## src/rtl/rv_decode_pipe.sv

```systemverilog
// Registered RV32IM decode stage between IF and EX.
// Emits an 11-bit control word, an illegal flag and the PC; stalls while MUL/DIV is busy.
//
// Ports:
//   clk, rst           rising-edge clock, synchronous active-high reset
//   flush              drop held output, clear M-unit busy counter
//   in_valid/in_ready  upstream handshake for instr/in_pc
//   instr, in_pc       raw instruction and its PC
//   out_valid/out_ready downstream handshake for control/illegal/out_pc
//   control            {en, rw, alu[3:0], src, mr, mw, br, m2r}
//   illegal            unsupported opcode/funct combination
//   out_pc             registered in_pc
//   mdu_busy           M-unit busy counter nonzero
module rv_decode_pipe #(
    parameter int XLEN    = 32,
    parameter int MUL_LAT = 3,
    parameter int DIV_LAT = 8,
    parameter int CNT_W   = 4
) (
    input  logic            clk,
    input  logic            rst,
    input  logic            flush,
    input  logic            in_valid,
    output logic            in_ready,
    input  logic [31:0]     instr,
    input  logic [XLEN-1:0] in_pc,
    output logic            out_valid,
    input  logic            out_ready,
    output logic [10:0]     control,
    output logic            illegal,
    output logic [XLEN-1:0] out_pc,
    output logic            mdu_busy
);

    localparam logic [6:0] OP_R    = 7'b0110011;
    localparam logic [6:0] OP_I    = 7'b0010011;
    localparam logic [6:0] OP_LD   = 7'b0000011;
    localparam logic [6:0] OP_ST   = 7'b0100011;
    localparam logic [6:0] OP_BR   = 7'b1100011;
    localparam logic [6:0] OP_JAL  = 7'b1101111;
    localparam logic [6:0] OP_JALR = 7'b1100111;
    localparam logic [6:0] OP_AUI  = 7'b0010111;
    localparam logic [6:0] OP_LUI  = 7'b0110111;

    localparam logic [6:0] F7_ZERO = 7'b0000000;
    localparam logic [6:0] F7_ALT  = 7'b0100000;
    localparam logic [6:0] F7_M    = 7'b0000001;

    localparam logic [CNT_W-1:0] MUL_LOAD = CNT_W'(MUL_LAT - 1);
    localparam logic [CNT_W-1:0] DIV_LOAD = CNT_W'(DIV_LAT - 1);

    logic [6:0] opcode;
    logic [2:0] f3;
    logic [6:0] f7;

    assign opcode = instr[6:0];
    assign f3     = instr[14:12];
    assign f7     = instr[31:25];

    // Register fields do not affect control decode.
    logic unused_fields;
    assign unused_fields = ^{instr[24:15], instr[11:7]};

    // Shared R/I ALU code for the base (non-alternate) funct3 values.
    function automatic logic [3:0] alu_of(input logic [2:0] fn);
        logic [3:0] a;
        case (fn)
            3'd0:    a = 4'b0000;
            3'd1:    a = 4'b0101;
            3'd2:    a = 4'b0100;
            3'd3:    a = 4'b1010;
            3'd4:    a = 4'b1000;
            3'd5:    a = 4'b0110;
            3'd6:    a = 4'b0010;
            default: a = 4'b0011;
        endcase
        return a;
    endfunction

    logic       d_en;
    logic       d_rw;
    logic [3:0] d_alu;
    logic       d_src;
    logic       d_mr;
    logic       d_mw;
    logic       d_br;
    logic       d_m2r;
    logic       d_ill;
    logic       d_is_m;
    logic [10:0] d_ctrl;

    always_comb begin
        d_en   = 1'b0;
        d_rw   = 1'b0;
        d_alu  = 4'b0000;
        d_src  = 1'b0;
        d_mr   = 1'b0;
        d_mw   = 1'b0;
        d_br   = 1'b0;
        d_m2r  = 1'b0;
        d_ill  = 1'b1;
        d_is_m = 1'b0;
        case (opcode)
            OP_R: begin
                if (f7 == F7_M) begin
                    d_rw   = 1'b1;
                    d_alu  = {1'b0, f3};
                    d_ill  = 1'b0;
                    d_is_m = 1'b1;
                end else if (f7 == F7_ZERO) begin
                    d_en  = 1'b1;
                    d_rw  = 1'b1;
                    d_alu = alu_of(f3);
                    d_ill = 1'b0;
                end else if (f7 == F7_ALT) begin
                    d_en = 1'b1;
                    d_rw = 1'b1;
                    if (f3 == 3'd0) begin
                        d_alu = 4'b0001;
                        d_ill = 1'b0;
                    end else if (f3 == 3'd5) begin
                        d_alu = 4'b1001;
                        d_ill = 1'b0;
                    end
                end
            end
            OP_I: begin
                d_en  = 1'b1;
                d_rw  = 1'b1;
                d_src = 1'b1;
                d_alu = alu_of(f3);
                // Only shifts reuse f7; elsewhere those bits are immediate.
                case (f3)
                    3'd1: d_ill = (f7 != F7_ZERO);
                    3'd5: begin
                        if (f7 == F7_ZERO) begin
                            d_ill = 1'b0;
                        end else if (f7 == F7_ALT) begin
                            d_alu = 4'b1001;
                            d_ill = 1'b0;
                        end
                    end
                    default: d_ill = 1'b0;
                endcase
            end
            OP_LD: begin
                d_en  = 1'b1;
                d_rw  = 1'b1;
                d_src = 1'b1;
                d_mr  = 1'b1;
                d_m2r = 1'b1;
                d_ill = 1'b0;
            end
            OP_ST: begin
                d_en  = 1'b1;
                d_src = 1'b1;
                d_mw  = 1'b1;
                d_ill = 1'b0;
            end
            OP_BR: begin
                d_en = 1'b1;
                d_br = 1'b1;
                case (f3)
                    3'd0, 3'd1: begin
                        d_alu = 4'b0001;
                        d_ill = 1'b0;
                    end
                    3'd4, 3'd6: begin
                        d_alu = 4'b0100;
                        d_ill = 1'b0;
                    end
                    3'd5, 3'd7: begin
                        d_alu = 4'b0111;
                        d_ill = 1'b0;
                    end
                    default: d_ill = 1'b1;
                endcase
            end
            OP_JAL, OP_JALR: begin
                d_en  = 1'b1;
                d_rw  = 1'b1;
                d_src = 1'b1;
                d_br  = 1'b1;
                d_ill = 1'b0;
            end
            OP_AUI: begin
                d_en  = 1'b1;
                d_rw  = 1'b1;
                d_src = 1'b1;
                d_ill = 1'b0;
            end
            OP_LUI: begin
                d_en  = 1'b1;
                d_rw  = 1'b1;
                d_alu = 4'b1011;
                d_src = 1'b1;
                d_ill = 1'b0;
            end
            default: d_ill = 1'b1;
        endcase
        // Illegal words carry an all-zero control word.
        if (d_ill) begin
            d_ctrl = 11'd0;
        end else begin
            d_ctrl = {d_en, d_rw, d_alu, d_src,
                      d_mr, d_mw, d_br, d_m2r};
        end
    end

    logic [CNT_W-1:0] busy;
    logic             accept;

    assign mdu_busy = (busy != '0);
    assign in_ready = !flush && !mdu_busy
                   && (!out_valid || out_ready);
    assign accept   = in_valid && in_ready;

    always_ff @(posedge clk) begin
        if (rst) begin
            out_valid <= 1'b0;
            control   <= 11'd0;
            illegal   <= 1'b0;
            out_pc    <= '0;
            busy      <= '0;
        end else if (flush) begin
            out_valid <= 1'b0;
            busy      <= '0;
        end else begin
            if (accept) begin
                out_valid <= 1'b1;
                control   <= d_ctrl;
                illegal   <= d_ill;
                out_pc    <= in_pc;
            end else if (out_valid && out_ready) begin
                out_valid <= 1'b0;
            end
            // d_is_m is only set on legal M words.
            if (accept && d_is_m) begin
                busy <= f3[2] ? DIV_LOAD : MUL_LOAD;
            end else if (mdu_busy) begin
                busy <= busy - 1'b1;
            end
        end
    end

endmodule

```

## config.mk

```make
export PLATFORM = sky130hd
export DESIGN_NAME = rv_decode_pipe
export DESIGN_NICKNAME = d
export VERILOG_FILES = /design/src/rtl/rv_decode_pipe.sv
export SDC_FILE = /design/constraint.sdc
export NUM_CORES = 1
export LEC_CHECK = 0
export ABC_AREA = 1
export BUFFER_PORTS_ARGS = -buffer_cell sky130_fd_sc_hd__buf_2
export CAP_MARGIN = 40
export CORE_AREA = 2 2 82 84
export DETAILED_ROUTE_END_ITERATION = 10
export DIE_AREA = 0 0 84 86
export PLACE_DENSITY_LB_ADDON = 0.2
export REMOVE_ABC_BUFFERS = 1
export SLEW_MARGIN = 5
export SYNTH_ARGS = -nofsm -noshare
export SYNTH_HDL_FRONTEND = slang
export SYNTH_SLANG_ARGS = --single-unit
```

## constraint.sdc

```tcl
create_clock -name clk -period 1.7 [get_ports clk]
set_input_delay 0.255 -clock clk [delete_from_list [all_inputs] [get_ports clk]]
set_output_delay 0.255 -clock clk [all_outputs]
set_load 0.03 [all_outputs]
```

After elaboration in Yosys (flattened, before gate mapping)

Index checks and enable logic that the tools add are counted.
Widths: inputs -> output; s select.

Register bits after elaboration: 49
Input bits: 69
Output and inout bits: 47
Word-level logic and storage cells: 90

$add $sub $neg: 1
Eq/ne operators: 18
Muxes and demuxes: 39
Bitwise operators: 1
Reduce and logical (&&, ||, !) cells: 26

Operators with widths:

| cell               | count |
|---|---|
| $mux 4             | 10 |
| $eq 7x6->1 const B | 4 |
| $pmux 4 s7         | 1 |
| $eq 7x7->1 const B | 3 |
| $mux 1             | 20 |
| $reduce_or 6->1    | 3 |
| $pmux 4 s4         | 1 |
| $eq 7x5->1 const B | 2 |
| $eq 3x3->1 const B | 4 |
| $mux 11            | 1 |
| $pmux 3 s3         | 1 |
| $reduce_or 2->1    | 4 |
| $reduce_or 8->1    | 1 |
| $eq 7x1->1 const B | 1 |
| $eq 7x2->1 const B | 1 |
| $logic_not 7->1    | 1 |
| $reduce_bool 7->1  | 1 |
| $reduce_or 7->1    | 1 |
| $eq 3x2->1 const B | 2 |
| $pmux 1 s2         | 3 |
| $logic_and 1x1->1  | 5 |
| $pmux 1 s4         | 1 |
| $reduce_bool 2->1  | 2 |
| $reduce_bool 4->1  | 1 |
| 9 further kinds    | 11 |

Longest topological paths before layout

Gate-level depths: netlist of the first run.

Depth in word-level cells: 8
Depth in mapped cells: 11
Depth with buffers taken out: 11

Worst setup path before layout of the first run

Ideal clock, no wire load.

Kind: register -> register
Start point: register busy[0]
End point: register out_pc[10]
Setup time: 116 ps
Arrival time: 1862 ps
Required time: 1584 ps
Slack: -278 ps
Cell stages (with the launch flop): 10
Cell sequence: dfxtp_1 > inv_1 > ha_1 > nand3_4 > nor3_2 > nand2_1 > buf_2 > clkbuf_2 > o21ai_0 > nor2_1

Longest elaborated chain between the ends: 6

RTL lines:

| what                       | RTL line | text |
|---|---|---|
| from (decl)                | 210      | `logic [CNT_W-1:0] busy;` |
| from (signal assigned)     | 239      | `busy <= f3[2] ? DIV_LOAD : MUL_LOAD;` |
| from (signal assigned)     | 241      | `busy <= busy - 1'b1;` |
| $reduce_bool 4->1          | 213      | `assign mdu_busy = (busy != '0);` |
| net mdu_busy               | 32       | `output logic mdu_busy` |
| $logic_not 1->1            | 214      | `assign in_ready = !flush && !mdu_busy` |
| $logic_and 1x1->1          | 214      |  |
| $logic_and 1x1->1          | 215      | `&& (!out_valid \|\| out_ready);` |
| net in_ready               | 24       | `output logic in_ready,` |
| $logic_and 1x1->1          | 216      | `assign accept = in_valid && in_ready;` |
| $reduce_and 2->1 (no line) | --       |  |
| to (signal assigned)       | 233      | `out_pc <= in_pc;` |
| to (decl)                  | 31       | `output logic [XLEN-1:0] out_pc,` |

The timed path passes the listed nets, and every way through them passes these cells.
A chain may end at the register's enable or synchronous reset.

Worst setup path after layout of the first run

Start point: register busy[1]
End point: output port in_ready

Longest elaborated chain between the ends: 4

RTL lines:

| what              | RTL line |
|---|---|
| $reduce_bool 4->1 | 213 |
| $logic_not 1->1   | 214 |
| $logic_and 1x1->1 | 214 |
| $logic_and 1x1->1 | 215 |
| to (decl)         | 24 |

Every way passes these cells.

==> flow_results.xml, run 1 <==
<?xml version="1.0" encoding="UTF-8"?>
<metrics>
  <group name="clocking">
    <metric name="cts_buffers" unit="">5</metric>
    <metric name="insertion_delay" unit="ps">300</metric>
    <metric name="cts.path.max_buffers" unit="">2</metric>
    <metric name="clock_tree_from_tritoncts" unit="">built</metric>
    <metric name="clock_sinks" unit="">48</metric>
    <metric name="cts.htree.levels" unit="">2</metric>
    <metric name="cts-root-buf" unit="">clkbuf_8</metric>
    <metric name="clk_pin_slew_worst_paths" unit="ps">90</metric>
  </group>
  <group name="timing">
    <metric name="max-slew-margin-rel" unit="">0.794</metric>
    <metric name="tmin_final" unit="ps">1610</metric>
    <metric name="final.hold.worst_slack" unit="ps">191</metric>
    <metric name="fmax" unit="MHz">622</metric>
    <metric name="tightestPinTransition" unit="ps">309</metric>
    <metric name="final-setup-viol-count" unit="">0</metric>
    <metric name="final_max_slew_viol_count" unit="">0</metric>
    <metric name="rsz0062_at_grt" unit="">no</metric>
    <metric name="fin_crit_sh" unit="">0.946</metric>
    <metric name="final-hold-violation-count" unit="">0</metric>
    <metric name="skew" unit="ps">3.53</metric>
  </group>
  <group name="die">
    <metric name="floorplan.die.width" unit="µm">84</metric>
    <metric name="initial_core_util" unit="">0.401</metric>
    <metric name="die_y" unit="µm">86</metric>
    <metric name="rows" unit="">29</metric>
    <metric name="die-area" unit="mm²">0.00722</metric>
    <metric name="core" unit="mm²">0.00628</metric>
    <metric name="io_pins" unit="">116</metric>
  </group>
  <group name="worst_setup_path">
    <metric name="cp-end-kind" unit="">output port</metric>
    <metric name="worst_ep_required_time" unit="ps">1440</metric>
    <metric name="timing.critical_path.from_type" unit="">flop</metric>
    <metric name="worst_ep_arrival" unit="ps">1350</metric>
    <metric name="max_fanout_on_critical_path" unit="">4</metric>
    <metric name="critPathKind" unit="">flop to output port</metric>
  </group>
  <group name="drt">
    <metric name="met1Wirelength" unit="µm">2870</metric>
    <metric name="drtPass1Iterations" unit="">4</metric>
    <metric name="drt-wirelength-per-cell" unit="µm">11.4</metric>
    <metric name="route.top_layer_used" unit="">met4</metric>
    <metric name="avgViaCountPerCell" unit="">4.75</metric>
    <metric name="drt_iter0_drc" unit="">66</metric>
    <metric name="detail_route.wirelength" unit="µm">6120</metric>
    <metric name="antenna_left" unit="">0</metric>
    <metric name="wl_met3" unit="µm">311</metric>
    <metric name="drc_markers" unit="">0</metric>
    <metric name="wl_met2" unit="µm">2850</metric>
    <metric name="via_count" unit="">2551</metric>
  </group>
  <group name="status">
    <metric name="outcome" unit="">finished clean</metric>
  </group>
  <group name="cells_and_area">
    <metric name="mostFrequentLayoutCells" unit="">99 x buf_2, 81 x nor2_1, 60 x nand2_1</metric>
    <metric name="layout.cells.most_common" unit="">buf_2</metric>
    <metric name="drive_above_1_share" unit="">0.365</metric>
    <metric name="diodes" unit="">0</metric>
    <metric name="fillers" unit="">640</metric>
    <metric name="postLayoutCellArea" unit="mm²">0.00328</metric>
    <metric name="finish.net_count" unit="">530</metric>
    <metric name="flow.area_growth_from_synthesis" unit="%">30.5</metric>
  </group>
  <group name="logic_synthesis">
    <metric name="postSynthRegisterBits" unit="">48</metric>
    <metric name="synth_cells" unit="">360</metric>
    <metric name="netlist.top_cell.by_area" unit="">dfxtp_1</metric>
    <metric name="yosys.area.top_type_share" unit="">0.382</metric>
    <metric name="synth.yosys.seq_area_share" unit="">0.382</metric>
    <metric name="avg_inst_size_synth" unit="µm²">6.99</metric>
    <metric name="synth_cell_area" unit="mm²">0.00252</metric>
    <metric name="synthTopCellsByArea" unit="">dfxtp_1 38%, nor2_1 12%, nand2_1 9.1%</metric>
    <metric name="synth_warnings" unit="">0</metric>
    <metric name="yosys.cell_types.count" unit="">32</metric>
  </group>
  <group name="power">
    <metric name="net-switching-power" unit="W">0.00206</metric>
    <metric name="relative_contribution_of_sequential_cells_to_total_power" unit="">0.325</metric>
    <metric name="cellPowerDensity" unit="mW/mm²">1450</metric>
    <metric name="clock_power_share" unit="">0.182</metric>
    <metric name="static-leakage-power" unit="nW">1.65</metric>
    <metric name="pwr-share-comb" unit="">0.492</metric>
    <metric name="switching_power_as_a_share_of_total_power" unit="">0.433</metric>
    <metric name="vdd_ir_drop_max" unit="mV">0.875</metric>
    <metric name="power.internal" unit="W">0.00269</metric>
  </group>
  <group name="grt">
    <metric name="overflow" unit="">0</metric>
    <metric name="grt_max_degree" unit="">26</metric>
    <metric name="gr-usage-all-layers" unit="">0.174</metric>
    <metric name="vias_in_the_first_global_route" unit="">2344</metric>
    <metric name="grt_antenna_before_repair" unit="">0</metric>
    <metric name="grt_first_pass_wirelength" unit="µm">10500</metric>
  </group>
  <group name="run">
    <metric name="cap_viol_max_count" unit="">0</metric>
  </group>
  <group name="placement">
    <metric name="port_buffers" unit="">100</metric>
    <metric name="detailedPlacementHpwl" unit="µm">4630</metric>
    <metric name="placed_inst_area" unit="mm²">0.00312</metric>
    <metric name="globalplace.congestion" unit="">0.826</metric>
  </group>
  <group name="min_path">
    <metric name="worstHoldPathType" unit="">primary input to flop</metric>
  </group>
</metrics>
[stage by stage]
stage,setup slack (ps),cells,total power (W),utilization,setup TNS [ps]
6_report,92.1,537,0.00475,0.523,0
5_1_grt,2.63,537,0.00509,0.523,0
4_1_cts,20.4,536,0.00472,0.516,0
3_5_place_dp,17.9,528,0.00383,0.497,0
3_3_place_gp,67.5,528,0.00380,0.497,0
2_1_floorplan,-1340,344,0.00311,-,-48800
[repair_timing]
item                       CTS  global route
gates resized for setup      1            14
buffers inserted             0             1
hold buffers                 0             0
setup endpoints to repair    1            45
pin swaps                    0             1
[path summary, 6_finish.rpt]
check | start | end | slack (ps) | cells after the start
max reg2reg | busy[1] | control[1] | 120 | 9
min reg2reg | control[6] | control[6] | 470 | 2
max | busy[1] | in_ready | 90 | 5
min | in_pc[21] | out_pc[21] | 190 | 3
[worst max-delay path, cell delays in order (launching register included)]
cell and delay [ps]:
dfxtp_1 320, inv_1 100, ha_2 200, nand3_4 100, nor3_4 150, buf_4 190
[area by class of cell]
cell class                 count  area (µm²)  area share
multi-input combinational    266        1380       0.420
timing repair buffer         108         608       0.185
inverter                      30         118      0.0358
tap                           77        96.3      0.0293
clock buffer                   6        82.6      0.0251
clock inverter                 2        38.8      0.0118
sequential                    48         961       0.293
[synthesized netlist by cell type]
master and count:
nor2_1 81, nand2_1 61, dfxtp_1 48, o21ai_0 29, inv_1 23, nand3_1 22, a21oi_1 13, nand2_2 11
inv_2 7, o21ai_1 7, a21oi_2 6, buf_2 6, nor2_2 6, nor2_4 6, clkbuf_1 4, nor3_1 4
clkbuf_2 3, a31oi_1 2, buf_4 2, ha_1 2, nand2_4 2, nand3_2 2, nand3_4 2, nor2_8 2
xor2_1 2, a21boi_1 1, buf_6 1, nand4_1 1, nor3_2 1, o211ai_2 1, or2_1 1, or2_2 1
[registers in the layout, summed over array words and instances, names as in the netlist]
register   count
control       10
busy           4
out_pc        32
illegal        1
out_valid      1
[kinds of logic (layout without fill, tap and decap cells)]
| group | Yosys count | after routing | share of synthesized area |
|---|---|---|---|
| adders and majority gates | 2 | 2 | 0.00994 |
| AOI/OAI and AO/OA | 59 | 59 | 0.131 |
| and+or+nand+nor | 203 | 203 | 0.391 |
| DFF | 48 | 48 | 0.382 |
| xor gates and xnor gates | 2 | 2 | 0.00696 |
| buffers and inverters | 46 | 146 | 0.0791 |
[routing by layer]
layer,GRT usage,vias up
met3,0.0318,7
li1,-,1339
met5,0,-
met4,0.0528,0
met2,0.308,73
met1,0.216,1132
[power groups by stage]
stage,Combinational [W],Clock [W],Sequential (W)
finish,0.00234,0.000866,0.00155
CTS,0.00228,0.000897,0.00155
global placement,0.00224,0,0.00156
detailed placement,0.00226,0,0.00157
floorplan,0.00103,0,0.00207
global route,0.00257,0.000944,0.00158
No activity file was read; power rests on OpenSTA's default activity.
==> run 2, diff against run 1 <==
--- a/config.mk
+++ b/config.mk
@@ -13,6 +13,7 @@
 export DIE_AREA = 0 0 84 86
 export PLACE_DENSITY_LB_ADDON = 0.2
 export REMOVE_ABC_BUFFERS = 1
+export SKIP_CTS_REPAIR_TIMING = 1
 export SLEW_MARGIN = 5
 export SYNTH_ARGS = -nofsm -noshare
 export SYNTH_HDL_FRONTEND = slang
==> constraint.sdc (replaced) <==
create_clock -name clk -period 1.8 [get_ports clk]
set_input_delay 0.27 -clock clk [delete_from_list [all_inputs] [get_ports clk]]
set_output_delay 0.27 -clock clk [all_outputs]
set_load 0.03 [all_outputs]
==> flow_results.xml, run 2 (synthesis gave the netlist of run 1 again) <==
<?xml version="1.0" encoding="UTF-8"?>
<metrics>
  <group name="clocking">
    <metric name="cts_buffers" unit="">5</metric>
    <metric name="insertion_delay" unit="ps">300</metric>
    <metric name="cts.htree.levels" unit="">2</metric>
    <metric name="clock_sinks" unit="">48</metric>
    <metric name="cts.path.max_buffers" unit="">2</metric>
    <metric name="clk_pin_slew_worst_paths" unit="ps">90</metric>
    <metric name="clock_tree_from_tritoncts" unit="">built</metric>
    <metric name="cts-root-buf" unit="">clkbuf_8</metric>
  </group>
  <group name="timing">
    <metric name="final-hold-violation-count" unit="">0</metric>
    <metric name="fin_crit_sh" unit="">0.918</metric>
    <metric name="setup-tns-final" unit="ps">0</metric>
    <metric name="tightestPinTransition" unit="ps">289</metric>
    <metric name="tmin_final" unit="ps">1650</metric>
    <metric name="final_max_slew_viol_count" unit="">0</metric>
    <metric name="skew" unit="ps">6.79</metric>
    <metric name="fmax" unit="MHz">605</metric>
    <metric name="post-route-worst-setup-slack" unit="ps">147</metric>
    <metric name="rsz0062_at_grt" unit="">no</metric>
    <metric name="max-slew-margin-rel" unit="">0.808</metric>
    <metric name="final-setup-viol-count" unit="">0</metric>
  </group>
  <group name="cells_and_area">
    <metric name="diodes" unit="">0</metric>
    <metric name="largest_registers" unit="">out_pc x32, control x10, busy x4</metric>
    <metric name="max_flop_register" unit="">out_pc</metric>
    <metric name="post-route-util" unit="">0.506</metric>
    <metric name="mostFrequentLayoutCells" unit="">100 x buf_2, 81 x nor2_1, 60 x nand2_1</metric>
    <metric name="drive_above_1_share" unit="">0.352</metric>
    <metric name="postLayoutCellArea" unit="mm²">0.00317</metric>
    <metric name="flip_flop_count_of_the_largest_register_after_layout" unit="">32</metric>
    <metric name="flow.area_growth_from_synthesis" unit="%">26.2</metric>
    <metric name="finish.net_count" unit="">528</metric>
    <metric name="layout.cells.non_filler" unit="">535</metric>
    <metric name="layout.cells.most_common" unit="">buf_2</metric>
  </group>
  <group name="worst_setup_path">
    <metric name="timing.reg2reg.worst_path_depth" unit="">9</metric>
    <metric name="crit_path_from" unit="">busy[1]</metric>
    <metric name="endpoint" unit="">in_ready</metric>
    <metric name="critical_path_depth" unit="">5</metric>
    <metric name="critical_path.max_stage_delay" unit="ps">320</metric>
    <metric name="worst_ep_arrival" unit="ps">1380</metric>
    <metric name="max_fanout_on_critical_path" unit="">4</metric>
    <metric name="critPathKind" unit="">flop to output port</metric>
    <metric name="timing.critical_path.buf_inv" unit="">2</metric>
    <metric name="worstPathCellList" unit="">inv_1, ha_1, nand3_4, nor3_2, buf_2</metric>
    <metric name="critical-path-top-delay-family" unit="">flip-flops</metric>
    <metric name="cp-end-kind" unit="">output port</metric>
    <metric name="worst_ep_required_time" unit="ps">1530</metric>
    <metric name="r2r-start" unit="">busy[1]</metric>
    <metric name="timing.critical_path.from_type" unit="">flop</metric>
    <metric name="r2r_end" unit="">control[1]</metric>
    <metric name="slowest_stage" unit="">dfxtp_1</metric>
    <metric name="r2r_slack" unit="ps">150</metric>
  </group>
  <group name="power">
    <metric name="vdd_ir_drop_max" unit="mV">0.791</metric>
    <metric name="pwr-share-comb" unit="">0.495</metric>
    <metric name="cellPowerDensity" unit="mW/mm²">1320</metric>
    <metric name="static-leakage-power" unit="nW">1.61</metric>
    <metric name="switching_power_as_a_share_of_total_power" unit="">0.449</metric>
    <metric name="power.internal" unit="W">0.00231</metric>
    <metric name="relative_contribution_of_sequential_cells_to_total_power" unit="">0.346</metric>
    <metric name="net-switching-power" unit="W">0.00188</metric>
    <metric name="clock_power_share" unit="">0.158</metric>
  </group>
  <group name="grt">
    <metric name="grt_antenna_before_repair" unit="">0</metric>
    <metric name="grt_max_degree" unit="">26</metric>
    <metric name="overflow" unit="">0</metric>
    <metric name="gr-usage-all-layers" unit="">0.166</metric>
    <metric name="grt_first_pass_wirelength" unit="µm">9940</metric>
    <metric name="vias_in_the_first_global_route" unit="">2231</metric>
  </group>
  <group name="drt">
    <metric name="drc_markers" unit="">0</metric>
    <metric name="via_count" unit="">2537</metric>
    <metric name="avgViaCountPerCell" unit="">4.74</metric>
    <metric name="detail_route.wirelength" unit="µm">5960</metric>
    <metric name="drt-wirelength-per-cell" unit="µm">11.1</metric>
    <metric name="antenna_left" unit="">0</metric>
    <metric name="drt_iter0_drc" unit="">83</metric>
    <metric name="drtPass1Iterations" unit="">4</metric>
  </group>
  <group name="die">
    <metric name="die-area" unit="mm²">0.00722</metric>
    <metric name="io_pins" unit="">116</metric>
    <metric name="rows" unit="">29</metric>
    <metric name="die_y" unit="µm">86</metric>
    <metric name="floorplan.die.width" unit="µm">84</metric>
    <metric name="initial_core_util" unit="">0.401</metric>
    <metric name="core" unit="mm²">0.00628</metric>
  </group>
  <group name="run">
    <metric name="cap_viol_max_count" unit="">0</metric>
  </group>
  <group name="placement">
    <metric name="port_buffers" unit="">100</metric>
    <metric name="globalplace.congestion" unit="">0.819</metric>
    <metric name="detailedPlacementHpwl" unit="µm">4570</metric>
    <metric name="numPlacedInstances" unit="">527</metric>
    <metric name="post-place-ws" unit="ps">58.0</metric>
    <metric name="placed_inst_area" unit="mm²">0.00307</metric>
  </group>
  <group name="min_path">
    <metric name="hold_start" unit="">in_pc[11]</metric>
    <metric name="worstHoldPathType" unit="">primary input to flop</metric>
  </group>
  <group name="status">
    <metric name="outcome" unit="">finished clean</metric>
  </group>
</metrics>
==> run 2: cell count changes in the layout (fill, tap and decap cells not counted), moves of 2 or more <==
cell | previous run | this run
o21ai_1 | 10 | 7
o21ai_0 | 26 | 29
buf_12 | 3 | 0
a21oi_1 | 11 | 13
clkinv_4 | 2 | 0
a21oi_2 | 8 | 6
==> run 2: how the worst min path moves through the flow <==
stage          slack, ps  cells after the start     endpoint
2_1_floorplan        330                      1  control[10]
3_3_place_gp         450                      2   control[2]
3_5_place_dp         450                      2   control[2]
4_1_cts              200                      3   out_pc[21]
5_1_grt              220                      3   out_pc[24]
6_report             210                      3   out_pc[11]
==> run 2: cell type report <==
class	count	area [µm²]
clock buffer	7	86.3
sequential	48	961
clock inverter	1	7.51
tap	77	96.3
fill	638	3100
timing repair buffer	106	549
multi-input combinational	266	1360
inverter	30	115
==> run 2: metal layers <==
metal | wire (µm) | up-vias | share of wire | global-route usage
met5 | 0 | - | 0 | 0
met3 | 385 | 6 | 0.065 | 0.0366
met4 | 63 | 0 | 0.011 | 0.0528
met2 | 2890 | 78 | 0.48 | 0.293
met1 | 2630 | 1113 | 0.44 | 0.202
li1 | - | 1340 | - | -
==> run 2: through the flow <==
step,hold slack [ps],power (W)
finish,205,0.00419
detailed placement,452,0.00356
global route,215,0.00450
CTS,197,0.00423
floorplan,332,0.00293
global placement,454,0.00353
==> run 2: power by group through the flow <==
stage	combinational, W	sequential [W]	clock (W)
floorplan	0.000977	0.00196	0
CTS	0.00208	0.00145	0.000692
detailed placement	0.00208	0.00148	0
global route	0.00229	0.00149	0.000721
global placement	0.00206	0.00147	0
finish	0.00208	0.00145	0.000664
==> run 2: worst reg2reg max path: stages (launching register included) <==
cell,delay (ps)
dfxtp_1,320
inv_1,90
ha_1,200
nand3_4,100
nor3_2,160
nand2_2,140
buf_4,230
a21oi_1,190
nand2_2,80
a21oi_2,100
==> run 3, diff against run 2 <==
--- a/config.mk
+++ b/config.mk
@@ -6,7 +6,7 @@
 export NUM_CORES = 1
 export LEC_CHECK = 0
 export ABC_AREA = 1
-export BUFFER_PORTS_ARGS = -buffer_cell sky130_fd_sc_hd__buf_2
+export BUFFER_PORTS_ARGS = -buffer_cell sky130_fd_sc_hd__buf_4
 export CAP_MARGIN = 40
 export CORE_AREA = 2 2 82 84
 export DETAILED_ROUTE_END_ITERATION = 10
==> flow_results.xml, run 3 (synthesis gave the netlist of run 1 again) <==
<?xml version="1.0" encoding="UTF-8"?>
<metrics>
  <group name="die">
    <metric name="floorplan.die.width" unit="µm">84</metric>
    <metric name="rows" unit="">29</metric>
    <metric name="die_y" unit="µm">86</metric>
    <metric name="initial_core_util" unit="">0.401</metric>
    <metric name="io_pins" unit="">116</metric>
    <metric name="core" unit="mm²">0.00628</metric>
    <metric name="die-area" unit="mm²">0.00722</metric>
  </group>
  <group name="grt">
    <metric name="vias_in_the_first_global_route" unit="">2330</metric>
    <metric name="grt_antenna_before_repair" unit="">0</metric>
    <metric name="grt_first_pass_wirelength" unit="µm">10400</metric>
    <metric name="gr-usage-all-layers" unit="">0.174</metric>
    <metric name="grt_max_degree" unit="">34</metric>
    <metric name="overflow" unit="">0</metric>
  </group>
  <group name="timing">
    <metric name="final_max_slew_viol_count" unit="">0</metric>
    <metric name="max-slew-margin-rel" unit="">0.814</metric>
    <metric name="tmin_final" unit="ps">1680</metric>
    <metric name="setup-tns-final" unit="ps">0</metric>
    <metric name="fmax" unit="MHz">596</metric>
    <metric name="final-hold-violation-count" unit="">0</metric>
    <metric name="tightestPinTransition" unit="ps">280</metric>
    <metric name="skew" unit="ps">4.55</metric>
    <metric name="fin_crit_sh" unit="">0.933</metric>
    <metric name="final-setup-viol-count" unit="">0</metric>
  </group>
  <group name="clocking">
    <metric name="cts-root-buf" unit="">clkbuf_8</metric>
    <metric name="clock_tree_from_tritoncts" unit="">built</metric>
    <metric name="cts.htree.levels" unit="">2</metric>
    <metric name="insertion_delay" unit="ps">300</metric>
    <metric name="clock_sinks" unit="">48</metric>
    <metric name="clk_pin_slew_worst_paths" unit="ps">80</metric>
    <metric name="cts_buffers" unit="">5</metric>
    <metric name="cts.path.max_buffers" unit="">2</metric>
  </group>
  <group name="drt">
    <metric name="via_count" unit="">2491</metric>
    <metric name="antenna_left" unit="">0</metric>
    <metric name="drt_iter0_drc" unit="">80</metric>
    <metric name="drc_markers" unit="">0</metric>
    <metric name="detail_route.wirelength" unit="µm">6190</metric>
    <metric name="drtPass1Iterations" unit="">4</metric>
    <metric name="avgViaCountPerCell" unit="">4.66</metric>
    <metric name="drt-wirelength-per-cell" unit="µm">11.6</metric>
  </group>
  <group name="worst_setup_path">
    <metric name="worst_ep_required_time" unit="ps">1530</metric>
    <metric name="max_fanout_on_critical_path" unit="">4</metric>
    <metric name="critPathKind" unit="">flop to output port</metric>
    <metric name="worst_ep_arrival" unit="ps">1410</metric>
    <metric name="cp-end-kind" unit="">output port</metric>
    <metric name="timing.reg2reg.worst_path_depth" unit="">9</metric>
    <metric name="r2r_end" unit="">control[1]</metric>
    <metric name="r2r_slack" unit="ps">150</metric>
    <metric name="timing.critical_path.from_type" unit="">flop</metric>
    <metric name="r2r-start" unit="">busy[0]</metric>
  </group>
  <group name="cells_and_area">
    <metric name="layout.cells.most_common" unit="">buf_4</metric>
    <metric name="flow.area_growth_from_synthesis" unit="%">36.2</metric>
    <metric name="multi_input_area" unit="mm²">0.00136</metric>
    <metric name="drive_above_1_share" unit="">0.354</metric>
    <metric name="final-seq-area" unit="µm²">961</metric>
    <metric name="fillers" unit="">647</metric>
    <metric name="largest_registers" unit="">out_pc x32, control x10, busy x4</metric>
    <metric name="max_flop_register" unit="">out_pc</metric>
    <metric name="mostFrequentLayoutCells" unit="">105 x buf_4, 81 x nor2_1, 60 x nand2_1</metric>
    <metric name="postLayoutCellArea" unit="mm²">0.00343</metric>
    <metric name="diodes" unit="">0</metric>
    <metric name="finish.net_count" unit="">528</metric>
    <metric name="flip_flop_count_of_the_largest_register_after_layout" unit="">32</metric>
  </group>
  <group name="placement">
    <metric name="detailedPlacementHpwl" unit="µm">4680</metric>
    <metric name="port_buffers" unit="">100</metric>
    <metric name="globalplace.congestion" unit="">0.832</metric>
    <metric name="placed_inst_area" unit="mm²">0.00332</metric>
  </group>
  <group name="power">
    <metric name="cellPowerDensity" unit="mW/mm²">1280</metric>
    <metric name="vdd_ir_drop_max" unit="mV">0.721</metric>
    <metric name="finalPower" unit="W">0.00439</metric>
    <metric name="static-leakage-power" unit="nW">1.66</metric>
  </group>
  <group name="run">
    <metric name="cap_viol_max_count" unit="">0</metric>
  </group>
  <group name="min_path">
    <metric name="hold_start" unit="">in_pc[11]</metric>
    <metric name="worst_hold_path.endpoint" unit="">out_pc[11]</metric>
    <metric name="hold-path-cell-count" unit="">3</metric>
    <metric name="worstHoldPathType" unit="">primary input to flop</metric>
  </group>
  <group name="status">
    <metric name="outcome" unit="">finished clean</metric>
  </group>
</metrics>
## run 3: cell count changes in the layout (fill, tap and decap cells not counted), sizes merged
cell      delta
clkinvlp     -1
clkbuf       -2
clkinv       +3
## run 3: power breakdown
part / total [W] / internal (W) / switching, W / leakage [nW]
clock network: 0.000625 / 0.000271 / 0.000354 / 0.0479
logic: 0.00230 / 0.000865 / 0.00144 / 1.22
registers: 0.00147 / 0.00134 / 0.000131 / 0.393
## run 3: worst max path at each step
| stage | cells past startpoint | from | to |
|---|---|---|---|
| after global placement | 11 | busy[0] | busy[2] |
| after global routing | 9 | busy[0] | control[10] |
| after CTS | 11 | busy[0] | busy[2] |
| after floorplan | 11 | busy[0] | busy[2] |
| final | 5 | busy[0] | in_ready |
| after detailed placement | 11 | busy[0] | busy[2] |
## run 3: stage by stage
stage	setup slack, ps	utilization	cells	hold slack (ps)
2_1_floorplan	-1240	-	344	332
3_3_place_gp	148	0.529	525	458
3_5_place_dp	101	0.529	525	466
4_1_cts	79.2	0.543	533	198
5_1_grt	-1.09	0.546	535	208
6_report	121	0.546	535	206
## run 3: final cells by class
cell class / instances / share of cell area
Timing Repair Buffer: 106 / 0.236
Clock buffer: 5 / 0.0201
Sequential cell: 48 / 0.280
Tap cell: 77 / 0.0281
Multi-Input combinational cell: 266 / 0.396
Clock inverter: 3 / 0.00548
Inverter: 30 / 0.0336
## run 3: routing by layer
| layer | GRT usage | wire, µm | vias to the layer above |
|---|---|---|---|
| met4 | 0.0484 | 68 | 0 |
| met1 | 0.206 | 2790 | 1078 |
| met5 | 0 | 0 | - |
| met2 | 0.318 | 2960 | 72 |
| met3 | 0.0375 | 371 | 6 |
| li1 | - | - | 1335 |
## run 3: critical path: stages, from the launching register on
cell and delay (ps):
dfxtp_1 320, inv_1 120, ha_1 210, nand3_4 100, nor3_2 170, buf_4 200
